`config.mk`:
```
export PLATFORM = sky130hd
export DESIGN_NAME = match_game_ctrl_flat
export DESIGN_NICKNAME = d
export VERILOG_FILES = /design/src/rtl/match_game_pkg.sv /design/src/rtl/match_game_ctrl_if.sv /design/src/rtl/match_lfsr.sv /design/src/rtl/match_game_ctrl.sv /design/src/flat_wrapper.sv
export SDC_FILE = /design/constraint.sdc
export NUM_CORES = 1
export LEC_CHECK = 0
export CORE_MARGIN = 2
export CORE_UTILIZATION = 30
export CTS_CLUSTER_DIAMETER = 40
export DETAILED_ROUTE_END_ITERATION = 8
export DONT_BUFFER_PORTS = 1
export GPL_ROUTABILITY_DRIVEN = 0
export PLACE_DENSITY = 0.43
export SLEW_MARGIN = 20
export SYNTH_ARGS = -nofsm -noshare
export SYNTH_HDL_FRONTEND = slang
export SYNTH_HIERARCHICAL = 1
export SYNTH_SLANG_ARGS = --single-unit
```
`constraint.sdc`:
```
create_clock -name clk -period 2.95 [get_ports clk]
set_input_delay 0.4425 -clock clk [delete_from_list [all_inputs] [get_ports clk]]
set_output_delay 0.4425 -clock clk [all_outputs]
set_load 0.05 [all_outputs]
```
`src/rtl/match_game_pkg.sv`:
```
// rtl/match_game_pkg.sv - shared states, LFSR seed base, tap table and seed helper for match_game_ctrl
package match_game_pkg;

  typedef enum logic [1:0] {
    ST_IDLE = 2'b00,
    ST_PLAY = 2'b01,
    ST_WIN  = 2'b10,
    ST_LOSE = 2'b11
  } game_state_t;

  localparam logic [7:0] LFSR_SEED_BASE = 8'h35;

  // Maximal-length tap masks; bit n-1 set for tap n, widths 4..16
  function automatic logic [15:0] lfsr_taps(input int width);
    case (width)
      4:       return 16'h000C;
      5:       return 16'h0014;
      6:       return 16'h0030;
      7:       return 16'h0060;
      8:       return 16'h00B8;
      9:       return 16'h0110;
      10:      return 16'h0240;
      11:      return 16'h0500;
      12:      return 16'h0829;
      13:      return 16'h100D;
      14:      return 16'h2015;
      15:      return 16'h6000;
      16:      return 16'hD008;
      default: return 16'h00B8;
    endcase
  endfunction

  // Per-channel seed; zero and the XNOR lockup value (all ones) are replaced by 1
  function automatic logic [15:0] lfsr_seed(input int idx, input int width);
    logic [15:0] mask;
    logic [15:0] s;
    mask = 16'hFFFF >> (16 - width);
    s    = 16'((idx + 1) * int'(LFSR_SEED_BASE)) & mask;
    if (s == 16'd0 || s == mask) s = 16'd1;
    return s;
  endfunction

endpackage

```
`src/rtl/match_game_ctrl_if.sv`:
```
// rtl/match_game_ctrl_if.sv - board-side bundle of match_game_ctrl; score only with MATCH_GAME_SCORE_EN
interface match_game_ctrl_if #(
  parameter int NUM_CH   = 3,
  parameter int SYM_BITS = 2
);

  logic                         start;
  logic [NUM_CH*SYM_BITS-1:0]   guess;
  logic [NUM_CH*SYM_BITS-1:0]   target;
  logic [NUM_CH-1:0]            match_vec;
  logic [3:0]                   secs_ones;
  logic [3:0]                   secs_tens;
  logic [1:0]                   state;
  logic                         win;
  logic                         lose;
  logic                         flash;
`ifdef MATCH_GAME_SCORE_EN
  logic [7:0]                   score;

  modport master (output start, guess,
                  input  target, match_vec, secs_ones, secs_tens, state, win, lose, flash, score);
  modport slave  (input  start, guess,
                  output target, match_vec, secs_ones, secs_tens, state, win, lose, flash, score);
`else
  modport master (output start, guess,
                  input  target, match_vec, secs_ones, secs_tens, state, win, lose, flash);
  modport slave  (input  start, guess,
                  output target, match_vec, secs_ones, secs_tens, state, win, lose, flash);
`endif

endinterface

```
`src/rtl/match_lfsr.sv`:
```
// rtl/match_lfsr.sv - free-running Fibonacci XNOR LFSR reduced to a symbol below NUM_SYMS
module match_lfsr
  import match_game_pkg::*;
#(
  parameter int                LFSR_W   = 8,
  parameter logic [LFSR_W-1:0] SEED     = 1,
  parameter int                SYM_BITS = 2,
  parameter int                NUM_SYMS = 3
) (
  input  logic                clk,
  input  logic                clear_b,
  output logic [SYM_BITS-1:0] sym
);

  localparam logic [15:0]       TAPS16 = lfsr_taps(LFSR_W);
  localparam logic [LFSR_W-1:0] TAPS   = TAPS16[LFSR_W-1:0];

  logic [LFSR_W-1:0]   lfsr;
  logic                fb;
  logic [SYM_BITS-1:0] raw;

  assign fb = ~^(lfsr & TAPS);

  // Shift every cycle regardless of game state
  always_ff @(posedge clk or negedge clear_b) begin
    if (!clear_b) lfsr <= SEED;
    else          lfsr <= {lfsr[LFSR_W-2:0], fb};
  end

  // NUM_SYMS > 2^(SYM_BITS-1), so a single conditional subtract folds raw into range
  assign raw = lfsr[SYM_BITS-1:0];
  assign sym = ({1'b0, raw} >= (SYM_BITS+1)'(NUM_SYMS)) ? raw - SYM_BITS'(NUM_SYMS) : raw;

endmodule

```
`src/rtl/match_game_ctrl.sv`:
```
// rtl/match_game_ctrl.sv - round controller: targets, BCD seconds timer, WIN/LOSE FSM, flash; score via MATCH_GAME_SCORE_EN
module match_game_ctrl
  import match_game_pkg::*;
#(
  parameter int NUM_CH      = 3,
  parameter int SYM_BITS    = 2,
  parameter int NUM_SYMS    = 3,
  parameter int LFSR_W      = 8,
  parameter int CLK_HZ      = 50_000_000,
  parameter int ROUND_SECS  = 60,
  parameter int FLASH_TICKS = 1
) (
  input logic              clk,
  input logic              clear_b,
  match_game_ctrl_if.slave bus
);

  localparam int               PRE_W      = (CLK_HZ > 1) ? $clog2(CLK_HZ) : 1;
  localparam logic [PRE_W-1:0] PRE_RELOAD = PRE_W'(CLK_HZ - 1);
  localparam int               FL_W       = (FLASH_TICKS > 1) ? $clog2(FLASH_TICKS) : 1;
  localparam logic [FL_W-1:0]  FL_LAST    = FL_W'(FLASH_TICKS - 1);
  localparam logic [3:0]       RS_TENS    = 4'(ROUND_SECS / 10);
  localparam logic [3:0]       RS_ONES    = 4'(ROUND_SECS % 10);

  game_state_t                st;
  logic                       start_q;
  logic                       start_edge;
  logic [PRE_W-1:0]           presc;
  logic                       tick;
  logic [NUM_CH*SYM_BITS-1:0] sym_all;
  logic [NUM_CH*SYM_BITS-1:0] target_r;
  logic [NUM_CH-1:0]          match_vec;
  logic                       all_match;
  logic [3:0]                 secs_ones_r;
  logic [3:0]                 secs_tens_r;
  logic [3:0]                 ones_nxt;
  logic [3:0]                 tens_nxt;
  logic                       timeout;
  logic [FL_W-1:0]            flash_cnt;
  logic                       flash_r;
  logic                       win_r;
  logic                       lose_r;
`ifdef MATCH_GAME_SCORE_EN
  logic [7:0]                 score_r;
`endif

  for (genvar i = 0; i < NUM_CH; i++) begin : g_ch
    localparam logic [15:0] SEED16 = lfsr_seed(i, LFSR_W);

    match_lfsr #(
      .LFSR_W  (LFSR_W),
      .SEED    (SEED16[LFSR_W-1:0]),
      .SYM_BITS(SYM_BITS),
      .NUM_SYMS(NUM_SYMS)
    ) u_lfsr (
      .clk    (clk),
      .clear_b(clear_b),
      .sym    (sym_all[i*SYM_BITS +: SYM_BITS])
    );

    assign match_vec[i] = (st != ST_IDLE) &&
                          (bus.guess[i*SYM_BITS +: SYM_BITS] == target_r[i*SYM_BITS +: SYM_BITS]);
  end

  assign all_match  = &match_vec;
  assign start_edge = bus.start & ~start_q;
  assign tick       = (st != ST_IDLE) && (presc == '0);

  // BCD increment of the elapsed seconds and the timeout it would cause
  always_comb begin
    ones_nxt = secs_ones_r + 4'd1;
    tens_nxt = secs_tens_r;
    if (secs_ones_r == 4'd9) begin
      ones_nxt = 4'd0;
      tens_nxt = secs_tens_r + 4'd1;
    end
    timeout = (tens_nxt == RS_TENS) && (ones_nxt == RS_ONES);
  end

  // Previous start level for rising-edge detection
  always_ff @(posedge clk or negedge clear_b) begin
    if (!clear_b) start_q <= 1'b0;
    else          start_q <= bus.start;
  end

  // One-second prescaler, running only while a round is active or finished
  always_ff @(posedge clk or negedge clear_b) begin
    if (!clear_b)              presc <= PRE_RELOAD;
    else if (start_edge)       presc <= PRE_RELOAD;
    else if (st != ST_IDLE)    presc <= (presc == '0) ? PRE_RELOAD : presc - PRE_W'(1);
  end

  // Round FSM with registered targets, timer, flash and status outputs
  always_ff @(posedge clk or negedge clear_b) begin
    if (!clear_b) begin
      st          <= ST_IDLE;
      target_r    <= '0;
      secs_ones_r <= 4'd0;
      secs_tens_r <= 4'd0;
      flash_r     <= 1'b0;
      flash_cnt   <= '0;
      win_r       <= 1'b0;
      lose_r      <= 1'b0;
`ifdef MATCH_GAME_SCORE_EN
      score_r     <= 8'd0;
`endif
    end else if (start_edge) begin
      st          <= ST_PLAY;
      target_r    <= sym_all;
      secs_ones_r <= 4'd0;
      secs_tens_r <= 4'd0;
      flash_r     <= 1'b0;
      flash_cnt   <= '0;
      win_r       <= 1'b0;
      lose_r      <= 1'b0;
    end else begin
      case (st)
        ST_PLAY: begin
          if (all_match) begin
            st    <= ST_WIN;
            win_r <= 1'b1;
`ifdef MATCH_GAME_SCORE_EN
            if (score_r != 8'hFF) score_r <= score_r + 8'd1;
`endif
          end else if (tick) begin
            secs_ones_r <= ones_nxt;
            secs_tens_r <= tens_nxt;
            if (timeout) begin
              st     <= ST_LOSE;
              lose_r <= 1'b1;
            end
          end
        end
        ST_WIN, ST_LOSE: begin
          if (tick) begin
            if (flash_cnt == FL_LAST) begin
              flash_cnt <= '0;
              flash_r   <= ~flash_r;
            end else begin
              flash_cnt <= flash_cnt + FL_W'(1);
            end
          end
        end
        default: ;
      endcase
    end
  end

  assign bus.target    = target_r;
  assign bus.match_vec = match_vec;
  assign bus.secs_ones = secs_ones_r;
  assign bus.secs_tens = secs_tens_r;
  assign bus.state     = st;
  assign bus.win       = win_r;
  assign bus.lose      = lose_r;
  assign bus.flash     = flash_r;
`ifdef MATCH_GAME_SCORE_EN
  assign bus.score     = score_r;
`endif

endmodule
```
`src/flat_wrapper.sv`:
```
// flat-port wrapper written by rule: the top's interface ports become plain ports
module match_game_ctrl_flat import match_game_pkg::*;
#(
  parameter int NUM_CH      = 3,
  parameter int SYM_BITS    = 2,
  parameter int NUM_SYMS    = 3,
  parameter int LFSR_W      = 8,
  parameter int CLK_HZ      = 50_000_000,
  parameter int ROUND_SECS  = 60,
  parameter int FLASH_TICKS = 1
)
  (clk, clear_b, bus_start, bus_guess, bus_target, bus_match_vec, bus_secs_ones, bus_secs_tens, bus_state, bus_win, bus_lose, bus_flash);
  match_game_ctrl_if #(.NUM_CH(NUM_CH), .SYM_BITS(SYM_BITS)) bus_i ();
  input logic clk;
  input logic clear_b;
  input wire logic [$bits(bus_i.start)-1:0] bus_start;
  input wire logic [$bits(bus_i.guess)-1:0] bus_guess;
  output wire logic [$bits(bus_i.target)-1:0] bus_target;
  output wire logic [$bits(bus_i.match_vec)-1:0] bus_match_vec;
  output wire logic [$bits(bus_i.secs_ones)-1:0] bus_secs_ones;
  output wire logic [$bits(bus_i.secs_tens)-1:0] bus_secs_tens;
  output wire logic [$bits(bus_i.state)-1:0] bus_state;
  output wire logic [$bits(bus_i.win)-1:0] bus_win;
  output wire logic [$bits(bus_i.lose)-1:0] bus_lose;
  output wire logic [$bits(bus_i.flash)-1:0] bus_flash;
  assign bus_i.start = bus_start;
  assign bus_i.guess = bus_guess;
  assign bus_target = bus_i.target;
  assign bus_match_vec = bus_i.match_vec;
  assign bus_secs_ones = bus_i.secs_ones;
  assign bus_secs_tens = bus_i.secs_tens;
  assign bus_state = bus_i.state;
  assign bus_win = bus_i.win;
  assign bus_lose = bus_i.lose;
  assign bus_flash = bus_i.flash;
  match_game_ctrl #(.NUM_CH(NUM_CH), .SYM_BITS(SYM_BITS), .NUM_SYMS(NUM_SYMS), .LFSR_W(LFSR_W), .CLK_HZ(CLK_HZ), .ROUND_SECS(ROUND_SECS), .FLASH_TICKS(FLASH_TICKS)) u_core (.clk(clk), .clear_b(clear_b), .bus(bus_i));
endmodule
```
==> flow_summary_export.csv <==
group,metric,value,unit
timing,finalMaxSlewViolations,0,
timing,finalClockSkew,11.7,ps
finish,postLayoutCellArea,3740,µm²
timing,finalSetupTns,0,ps
clock_network,cts_tree,"built",
synth,yosys_warnings,6,
global_route,antenna_found_initial,0,
routing,drtIter0Drc,163,
floorplan,core,10400,µm²
synth,yosys_register_bits,70,
clock_network,path_clk_slew,80,ps
timing,min_period,2780,ps
clock_network,cts_buffers,9,
pwr,p_clk_frac,0.368,
timing,rsz0062_at_grt,"no",
routing,drc_errors,0,
timing,setup_violations,0,
pwr,p_int,1420,µW
synth,synth_edf_count,0,
clock_network,clockRootBuffer,"clkbuf_8",
pwr,swShare,0.289,
finish,syn_to_final_growth,15.3,%
worst_setup_path,crit_arrival,3050,ps
placement,port_buffers,0,
synth,synth_top_family_by_area,"simple AND/OR/NAND/NOR gates",
synth,yosys_most_used_dff,"dfrtp_1",
routing,totalWireLength,7360,µm
worst_setup_path,cp_cell_sequence,"or4_1, or4_1, or3_1, nor4_1, mux2i_1",
worst_setup_path,crit_fanout,9,
worst_setup_path,end_kind,"register",
synth,synth_top_cell_by_area,"dfrtp_1",
synth,synth_compound_area_frac,0.0813,
synth,synth_top_area_share,0.293,
worst_setup_path,cp-start-kind,"register",
synth,async_reset_ff_frac,1.00,
finish,finalNetCount,347,
timing,max_freq,359,MHz
synth,synth_top_cells_by_area,"dfrtp_1, dfstp_2, nand2_1, xor2_1, xnor2_1",
placement,placed_cell_area,3510,µm²
worst_hold_path,hold_path_class,"in2reg",
routing,vias,2387,
finish,layout_common_cells,"nand2_1, dfrtp_1, dfstp_2, nor2_1, buf_4",
worst_setup_path,cpLargestDelayFamily,"simple AND/OR/NAND/NOR gates",
timing,slew_headroom,0.410,
synth,synth_area,3250,µm²
run_status,status,"completed",
pwr,ir_drop,0.240,mV
clock_network,cts_sinks,70,
routing,ant_nets,0,
finish,antennaDiodeCount,0,
worst_setup_path,critPathRequiredTime,3210,ps
synth,avgSynthCellArea,10.2,µm²
floorplan,ioPinCount,31,
synth,ys_types,39,
placement,dpl.hpwl,4770,µm
global_route,gr-usage-all-layers,0.138,
floorplan,die_h,108,µm
worst_setup_path,max_stage_delay,610,ps
synth,synth-simple-area-share,0.237,
worst_setup_path,critPathKind,"reg2reg",
finish,final_common_cell,"nand2_1",
floorplan,die-area,11700,µm²
global_route,grt_remaining_overflow,0,
timing,tightest_slew,876,ps
floorplan,num_rows,37,
synth,syn_nets,329,
run,cap_violations,0,
routing,wire_per_inst,15.4,µm
floorplan,start_util,0.312,
synth,synth_mux_area_frac,0.00925,
synth,synth_xor_area_frac,0.0890,
pwr,combinationalPowerShare,0.098,
clock_network,clockBufferDepth,2,
clock_network,clk_latency,340,ps
worst_setup_path,critical_path_buf_inv_count,0,
pwr,powerDensity,532,nW/µm²
routing,avgViaCountPerCell,5.00,
clock_network,h-tree-depth,3,
timing,period_share,0.943,
global_route,grt_max_degree,71,
timing,hold_viol,0,
synth,synthAdderAreaFrac,0.00771,
global_route,grt_pass1_wl,12400,µm
worst_setup_path,slowest_stage,"or4_1",
worst_setup_path,crit_path_frequent_cell,"or4_1",
pwr,p_leak,0.00144,µW
routing,drtPass1Iterations,4,
synth,seq_area_frac_synth,0.552,
pwr,switchingPower,576,µW
global_route,grt_pass1_vias,2340,
synth,syn_inst,318,
finish,final_layout_size_suffix_gt1_frac,0.223,
floorplan,die_x,108,µm
pwr,p_seq_frac,0.535,
==> layout make-up <==
cell class / instances / area, µm²
sequential: 70 / 1790
timing repair buffer: 20 / 173
inverter: 6 / 22.5
clock buffer: 10 / 138
fill: 1066 / 6670
clock inverter: 6 / 46.3
multi-input combinational: 229 / 1400
tap: 136 / 170
==> logic make-up after synthesis <==
family / count (synthesis)
AO/OA/AOI/OAI: 41
XOR/XNOR: 33
adder cells (fa/ha/maj): 2
buffers and inverters: 19
flip-flops: 70
multiplexers: 3
AND/OR/NAND/NOR: 150
==> metrics by stage <==
stage	hold WS, ps	cells	utilization	setup WS [ps]	total power, µW
final	129	477	0.360	167	1990
after global routing	97.5	477	0.360	14.6	2110
after CTS	107	477	0.359	154	2020
after detailed placement	153	459	0.337	189	1250
after global placement	151	459	0.337	223	1250
after floorplan	147	318	-	129	1200
==> power groups by stage <==
| stage | Clock, µW | Combinational (µW) | Sequential (µW) |
|---|---|---|---|
| after floorplan | 0 | 125 | 1080 |
| after global placement | 0 | 170 | 1080 |
| after detailed placement | 0 | 172 | 1080 |
| after CTS | 759 | 198 | 1060 |
| after global routing | 811 | 228 | 1070 |
| final | 732 | 195 | 1060 |
==> path summary, 6_finish.rpt <==
check	cells after the start	from	endpoint	slack, ps
max	5	u_core/presc[7]	u_core/bus.secs_ones[2]	170
min	0	bus_start	u_core/start_q	130
max reg2reg	5	u_core/presc[7]	u_core/bus.secs_ones[2]	170
min reg2reg	0	u_core/g_ch[2].u_lfsr/lfsr[6]	u_core/g_ch[2].u_lfsr/lfsr[7]	360
max in group asynchronous	2	clear_b	u_core/g_ch[0].u_lfsr/lfsr[0]	1930
min in group asynchronous	2	clear_b	u_core/presc[9]	680
==> what timing repair did <==
item | 4_1_cts | 5_1_grt
resized for setup | 0 | 2
setup buffers | 0 | 0
endpoints found under the hold margin | 70 | 0
hold buffers | 2 | 0
setup endpoints to repair | 0 | 2
==> layer usage <==
layer	share of wire	global-route usage	up-vias
met5	0	0	-
met1	0.51	0.199	1171
met3	0.027	0.0374	10
met4	0.014	0.0522	0
met2	0.45	0.196	50
li1	-	-	1156
==> sequential cells by signal, summed over array words and instances, names as in the netlist <==
signal	flops
u_core/bus.target	6
u_core/bus.flash	1
u_core/bus.secs_ones	4
u_core/presc	26
u_core/g_ch.u_lfsr/lfsr	24
u_core/bus.secs_tens	4
u_core/start_q	1
u_core/bus.lose	1
u_core/bus.win	1
u_core/bus.state	2
==> synth_stat cells, drive strengths merged, types with 3 or more instances <==
master and n:
nand2 47, dfrtp 38, dfstp 32, nor2 19, nor3 17, xor2 17, xnor2 16, o21ai 13
nand3 11, a21oi 10, nand4 10, nor2b 10, clkbuf 9, nor4 9, or3 7, or4 7
inv 6, buf 4, o41ai 4, mux2i 3, nand2b 3, nand3b 3, o31ai 3
Power figures use the tool's default switching activity.
